[src/rtl/shift_deser_bidir.sv]
// shift_deser_bidir
// Serial-in / parallel-out receiver for the bidirectional shift register's
// serial stream. Bits arrive LSB-first or MSB-first (order latched on the
// first bit of each frame). The finished WIDTH-bit word is presented on a
// registered output with a valid/ready handshake. A completed word that
// cannot be delivered is dropped and flagged by a sticky overrun bit.

module shift_deser_bidir #(
    parameter int WIDTH = 8
) (
    input  logic                       clk,
    input  logic                       rst,
    input  logic                       sin,
    input  logic                       sin_valid,
    input  logic                       dr,
    input  logic                       clr,
    input  logic                       o_ready,
    output logic [WIDTH-1:0]           o,
    output logic                       o_valid,
    output logic                       busy,
    output logic [$clog2(WIDTH)-1:0]   bit_cnt,
    output logic                       overrun
);

    localparam int CW = $clog2(WIDTH);

    typedef enum logic [0:0] {
        S_IDLE = 1'b0,
        S_RECV = 1'b1
    } state_t;

    // Registered state
    state_t             r_state;
    logic [CW-1:0]      r_cnt;
    logic [WIDTH-1:0]   r_sr;
    logic               r_dr_l;
    logic [WIDTH-1:0]   r_o;
    logic               r_o_valid;
    logic               r_overrun;

    // Next-state / datapath wires
    state_t             w_state_nxt;
    logic [CW-1:0]      w_cnt_nxt;
    logic [WIDTH-1:0]   w_sr_nxt;
    logic               w_dr_l_nxt;
    logic [WIDTH-1:0]   w_o_nxt;
    logic               w_o_valid_nxt;
    logic               w_overrun_nxt;

    logic               w_accept;
    logic               w_dr_eff;
    logic [WIDTH-1:0]   w_sr_shift;
    logic               w_last;
    logic               w_consume;
    logic               w_load;
    logic               w_drop;

    // Decode of the current edge: accepted bit, effective order, shifted word
    always_comb begin
        w_accept   = sin_valid & ~clr;
        // The first bit of a frame uses the live dr; later bits use the latched order
        if (r_state == S_IDLE) begin
            w_dr_eff = dr;
        end else begin
            w_dr_eff = r_dr_l;
        end
        if (w_dr_eff) begin
            w_sr_shift = {r_sr[WIDTH-2:0], sin};
        end else begin
            w_sr_shift = {sin, r_sr[WIDTH-1:1]};
        end
        w_last    = w_accept & (r_cnt == CW'(WIDTH - 1));
        w_consume = r_o_valid & o_ready;
        // A finished word loads if the output slot is empty or freed this edge
        w_load    = w_last & (~r_o_valid | o_ready);
        w_drop    = w_last & r_o_valid & ~o_ready;
    end

    // State register and all output/datapath registers (synchronous active-low reset)
    always_ff @(posedge clk) begin
        if (!rst) begin
            r_state   <= S_IDLE;
            r_cnt     <= '0;
            r_sr      <= '0;
            r_dr_l    <= 1'b0;
            r_o       <= '0;
            r_o_valid <= 1'b0;
            r_overrun <= 1'b0;
        end else begin
            r_state   <= w_state_nxt;
            r_cnt     <= w_cnt_nxt;
            r_sr      <= w_sr_nxt;
            r_dr_l    <= w_dr_l_nxt;
            r_o       <= w_o_nxt;
            r_o_valid <= w_o_valid_nxt;
            r_overrun <= w_overrun_nxt;
        end
    end

    // Next-state logic for the frame FSM
    always_comb begin
        w_state_nxt = r_state;
        case (r_state)
            S_IDLE: begin
                if (clr) begin
                    w_state_nxt = S_IDLE;
                end else if (w_accept) begin
                    w_state_nxt = S_RECV;
                end else begin
                    w_state_nxt = S_IDLE;
                end
            end
            S_RECV: begin
                if (clr) begin
                    w_state_nxt = S_IDLE;
                end else if (w_last) begin
                    w_state_nxt = S_IDLE;
                end else begin
                    w_state_nxt = S_RECV;
                end
            end
            default: begin
                w_state_nxt = S_IDLE;
            end
        endcase
    end

    // Datapath next values: counter, shift register, order latch, output word, flags
    always_comb begin
        w_cnt_nxt     = r_cnt;
        w_sr_nxt      = r_sr;
        w_dr_l_nxt    = r_dr_l;
        w_o_nxt       = r_o;
        w_o_valid_nxt = r_o_valid;
        w_overrun_nxt = r_overrun;

        // Frame collection; clr aborts and discards any bit on this edge
        if (clr) begin
            w_cnt_nxt     = '0;
            w_sr_nxt      = '0;
            w_overrun_nxt = 1'b0;
        end else if (w_accept) begin
            w_sr_nxt = w_sr_shift;
            if (r_state == S_IDLE) begin
                w_dr_l_nxt = dr;
            end else begin
                w_dr_l_nxt = r_dr_l;
            end
            if (w_last) begin
                w_cnt_nxt = '0;
            end else begin
                w_cnt_nxt = r_cnt + CW'(1);
            end
            if (w_drop) begin
                w_overrun_nxt = 1'b1;
            end else begin
                w_overrun_nxt = r_overrun;
            end
        end else begin
            w_cnt_nxt = r_cnt;
        end

        // Output handshake; a consume still happens alongside clr
        if (w_load) begin
            w_o_nxt       = w_sr_shift;
            w_o_valid_nxt = 1'b1;
        end else if (w_consume) begin
            w_o_valid_nxt = 1'b0;
        end else begin
            w_o_valid_nxt = r_o_valid;
        end
    end

    // Outputs are straight from registers (busy is a decode of the state register)
    always_comb begin
        o       = r_o;
        o_valid = r_o_valid;
        busy    = (r_state == S_RECV);
        bit_cnt = r_cnt;
        overrun = r_overrun;
    end

endmodule

[config.mk]
export PLATFORM = sky130hd
export DESIGN_NAME = shift_deser_bidir
export DESIGN_NICKNAME = d
export VERILOG_FILES = /design/src/rtl/shift_deser_bidir.sv
export SDC_FILE = /design/constraint.sdc
export NUM_CORES = 1
export LEC_CHECK = 0
export ABC_AREA = 0
export BUFFER_PORTS_ARGS = -buffer_cell sky130_fd_sc_hd__buf_2
export CAP_MARGIN = 15
export CORE_UTILIZATION = 50
export CTS_BUF_LIST = sky130_fd_sc_hd__clkbuf_4 sky130_fd_sc_hd__clkbuf_8
export DETAILED_ROUTE_END_ITERATION = 12
export PLACE_DENSITY = 0.73
export SYNTH_ARGS = -nofsm -noshare
export SYNTH_HDL_FRONTEND = slang
export SYNTH_SLANG_ARGS = --single-unit
export TNS_END_PERCENT = 100
[constraint.sdc]
create_clock -name clk -period 3.7 [get_ports clk]
set_clock_uncertainty 0.05 [all_clocks]
set_input_delay 0.185 -clock clk [delete_from_list [all_inputs] [get_ports clk]]
set_output_delay 0.185 -clock clk [all_outputs]
set_load 0.005 [all_outputs]
Yosys cells after proc, flatten, opt, wreduce, memory -nomap -nowiden --
Cells that the tools add are included.
Storage, ports and cells: register bits after elaboration 23, input bits 7, output and inout bits 14
Cells by class: reductions and logical operators 4, add/subtract/negate cells 1, muxes and demuxes 10, equality and inequality tests 1, bitwise gates (word level) 12
Operators with widths (number):
- 2-to-1 mux 8 bit | 1
- 2-to-1 mux 1 bit | 7
- AND 1 bit | 6
- NOT 1 bit | 5
- AND reduction 2 bit | 2
- adder 3 x 1 -> 3 bit, second input constant | 1
- == test 3 bit, second input constant | 1
- 2-to-1 mux 3 bit | 1
- one-hot mux 1 bit (2 select lines) | 1
- nonzero test 2 bit | 1
- OR reduction 2 bit | 1
- OR 1 bit | 1

Depth between registers and ports, before layout --
word-level depth 6, mapped depth 7

Least setup slack after synthesis --
OpenSTA, ideal clock, no wires.
kind register to register, start register r_cnt[0], in the netlist bit_cnt[0], end register r_o[7], in the netlist o[7], required time 3.564 ns, stages on the path, launching flop included 8, period minus slack after synthesis 1.647 ns, library setup time 0.086 ns, path slack 2.053 ns, arrival time 1.511 ns, cells stage by stage dfxtp_1 > ha_1 > ha_1 > and3b_1 > buf_6 > and2_1 > buf_6 > a211oi_1
On the way: cells in the longest elaborated chain, start to end 3
RTL lines:
- start, declared | line 34 | logic [CW-1:0] r_cnt;
- start signal, assigned | line 91 | r_cnt <= w_cnt_nxt;
- == test 3 bit | line 72 | w_last = w_accept & (r_cnt == CW'(WIDTH - 1));
- AND 1 bit | line 72
- AND 1 bit | line 75 | w_load = w_last & (~r_o_valid | o_ready);
- end signal, assigned | line 94 | r_o <= w_o_nxt;
- end, declared | line 37 | logic [WIDTH-1:0] r_o;
Every way passes these cells. A chain may end at the register's enable or synchronous reset.

Worst setup path in the final report --
start register r_cnt[0], in the netlist bit_cnt[0], end register r_o[4], in the netlist o[4]
The elaborated chain is that of the path after synthesis.

==> metrics.md <==
| Metric | Value |
|---|---|
| Core Region | 1760 um2 |
| Num CTS Buffers | 3 |
| Fin crit share | 0.478 |
| Initial antenna violation count | 0 |
| Placer Congestion | 0.729 |
| PD cells | 374 nW/um2 |
| H-tree Lvls | 1 |
| Largest area contributor in the netlist | dfxtp_1 |
| Net switching power | 93.5 uW |
| IO buf count | 20 |
| Most instantiated cells after synthesis | 23 x dfxtp_1, 17 x a21oi_1, 11 x mux2i_1, 9 x o21ai_0, 8 x a211oi_1 |
| I/O pin count | 21 |
| Worst EP arrival | 1.91 ns |
| Ranking of synthesized cells by area | dfxtp_1 48%, mux2i_1 12%, a21oi_1 8.9% |
| Mean Syn Cell Area | 9.97 um2 |
| Vias in the first global route | 622 |
| Top-count cell post-synth | dfxtp_1 |
| Comb pwr share | 0.081 |
| Number of DRC markers in iteration 0 | 13 |
| CP Max Fanout | 10 |
| RSZ-0062 raised after global routing | no |
| Crit path required time | 3.84 ns |
| Status | complete, no violations |
| Worst path buffer plus inverter count | 0 |
| Main flop type after synthesis | dfxtp_1 |
| Fraction of layout cells with a size suffix above 1 | 0.219 |
| Setup CP Type | reg -> reg |
| CTS sink count | 23 |
| Crit path cell chain | ha_1 > ha_1 > and3b_1 > and2_1 > a211oi_1 |
| WL/cell | 11.8 um |
| Critical Path Sink Type | register |
| Critical-path cell with the highest stage delay | dfxtp_1 |
| F_max | 565 MHz |
| Die area | 2090 um2 |
| Vert. Die Dim | 45.8 um |
| Clock power frac | 0.278 |
| CP Launch Type | register |
| Maximum vdd drop | 0.194 mV |
| Yosys reg bits | 23 |
| Final min period | 1.77 ns |
| Reg power frac | 0.641 |
| Congestion Overflow GR | 0 |
| Asr flop ratio synth | 0 |
| Mapped Area | 957 um2 |
| DR vias | 739 |
| Final ANT Viol Nets | 0 |
| GR Util All Layers | 0.174 |
| Vias per inst | 5.32 |
| Largest net degree at the start of global routing | 26 |
| Post-Synthesis Cells | 96 |
| DRT Pass-1 Iters | 4 |
| EDFF count, synth | 0 |
| Hold buffer count at cts | 0 |
| Sw Ratio | 0.234 |
| Worst path max stage delay | 0.39 ns |
| Clock-pin slew on the worst setup and hold paths | 0.12 ns |
| Final setup fails | 0 |
| Synth unique cells | 19 |
| CP dominant cell by count | ha_1 |
| CTS tree | done |
| Slew @ Worst Pin | 0.485 ns |
| Pleak | 0.000455 uW |
| Site Rows | 15 |
| Antenna Cells | 0 |
| Initial Util | 0.543 |
| CP top delay family | simple AND/OR/NAND/NOR gates |
| Hpwl dp | 1.23 mm |
| Max Root-Sink Buffers | 2 |
| CTS resizes | 0 |
| Syn nets | 105 |
| Later-pin clock latency in the skew report | 0.30 ns |
| Slew Limit Fails | 0 |
| Design Power | 400 uW |
| Final hold violations | 0 |
| Slew HR | 0.676 |
| Post-synth top area share | 0.481 |
| Area added between synthesis and finish | 11.9% |
| First-pass GRT wire length | 2.66 mm |
| Sequential share of the synthesized area | 0.481 |
| Final WL | 1.64 mm |
| Post-CTS setup repair buffer count | 0 |
| DR DRC count | 0 |
| Hold WC Path Type | in -> reg |
| Root Buffer | clkbuf_4 |
| Number of max-cap violations | 0 |
| Nets | 124 |
| Die Span X | 45.8 um |
| Yosys Warn Count | 0 |
| Internal Power | 307 uW |
| Post-Route Setup TNS | 0 ns |
## through the flow
stage | hold WS [ns] | instances | utilization | instance area, um2 | setup WS, ns
6_report | 0.126 | 139 | 0.607 | 1070 | 1.93
5_1_grt | 0.115 | 139 | 0.607 | 1070 | 1.74
4_1_cts | 0.116 | 139 | 0.607 | 1070 | 1.93
3_5_place_dp | 0.421 | 135 | 0.591 | 1040 | 1.96
3_3_place_gp | 0.405 | 135 | 0.591 | 1040 | 2.02
2_1_floorplan | 0.282 | 96 | - | 957 | 2.05
## layout make-up
type,count,area (um2)
Multi-Input combinational cell,66,448
Clock inverter,1,5.00
Clock buffer,3,22.5
Sequential cell,23,460
Tap cell,25,31.3
Fill cell,175,693
Timing Repair Buffer,20,100
Inverter,1,3.75
## final timing paths
kind                                 from                   end  slack (ns)  cells past startpoint
hold reg to reg      overrun$_SDFFE_PP0P_  overrun$_SDFFE_PP0P_        0.44                      2
setup / recovery  bit_cnt[0]$_SDFFE_PP0P_     o[4]$_SDFFE_PN0P_        1.93                      5
hold / removal                         dr   r_dr_l$_SDFFE_PN0P_        0.13                      3
setup reg to reg  bit_cnt[0]$_SDFFE_PP0P_     o[4]$_SDFFE_PN0P_        1.93                      5
## per-layer routing
| layer | vias up | GRT usage | share of wire |
|---|---|---|---|
| met2 | 13 | 0.263 | 0.43 |
| met1 | 337 | 0.249 | 0.53 |
| met3 | 4 | 0.0357 | 0.027 |
| met5 | - | 0 | 0 |
| met4 | 0 | 0.0529 | 0.0055 |
| li1 | 385 | - | - |
## state kept, by name, summed over array words and instances (netlist names)
signal / cells
busy: 1
overrun: 1
bit_cnt: 3
o: 8
r_dr_l: 1
o_valid: 1
r_sr: 8
## power by group through the flow
stage,Clock (uW),Sequential (uW),Combinational [uW]
4_1_cts,119,257,32.4
3_3_place_gp,0,262,31.8
6_report,111,257,32.2
3_5_place_dp,0,262,32.4
5_1_grt,129,257,35.9
2_1_floorplan,0,261,23.9
## kinds of logic (layout without fill, tap and decap cells)
logic type / Yosys count / count (layout) / share of synthesized area
AOI/OAI and AO/OA: 36 / 36 / 0.212
DFF: 23 / 23 / 0.481
and+or+nand+nor: 16 / 16 / 0.0915
muxes: 12 / 12 / 0.139
buffers and inverters: 7 / 25 / 0.0510
adders and majority gates: 2 / 2 / 0.0261
## placed cells by master (no fill, tap or decap), types with 2 or more instances in the layout
| cell type | netlist | final |
|---|---|---|
| o21ai_0 | 9 | 9 |
| nand2b_1 | 3 | 3 |
| clkbuf_4 | 0 | 3 |
| dfxtp_1 | 23 | 23 |
| nor2_1 | 7 | 7 |
| a211oi_1 | 8 | 8 |
| ha_1 | 2 | 2 |
| mux2i_1 | 11 | 11 |
| a31oi_1 | 2 | 2 |
| a21oi_1 | 17 | 17 |
| buf_2 | 0 | 20 |
| nor2b_1 | 2 | 2 |
## tightest hold or removal path, cell delays in order
cell and delay [ns]:
buf_2 0.11, mux2i_1 0.07, nor2_1 0.08
(Power assumes the default switching activity.)
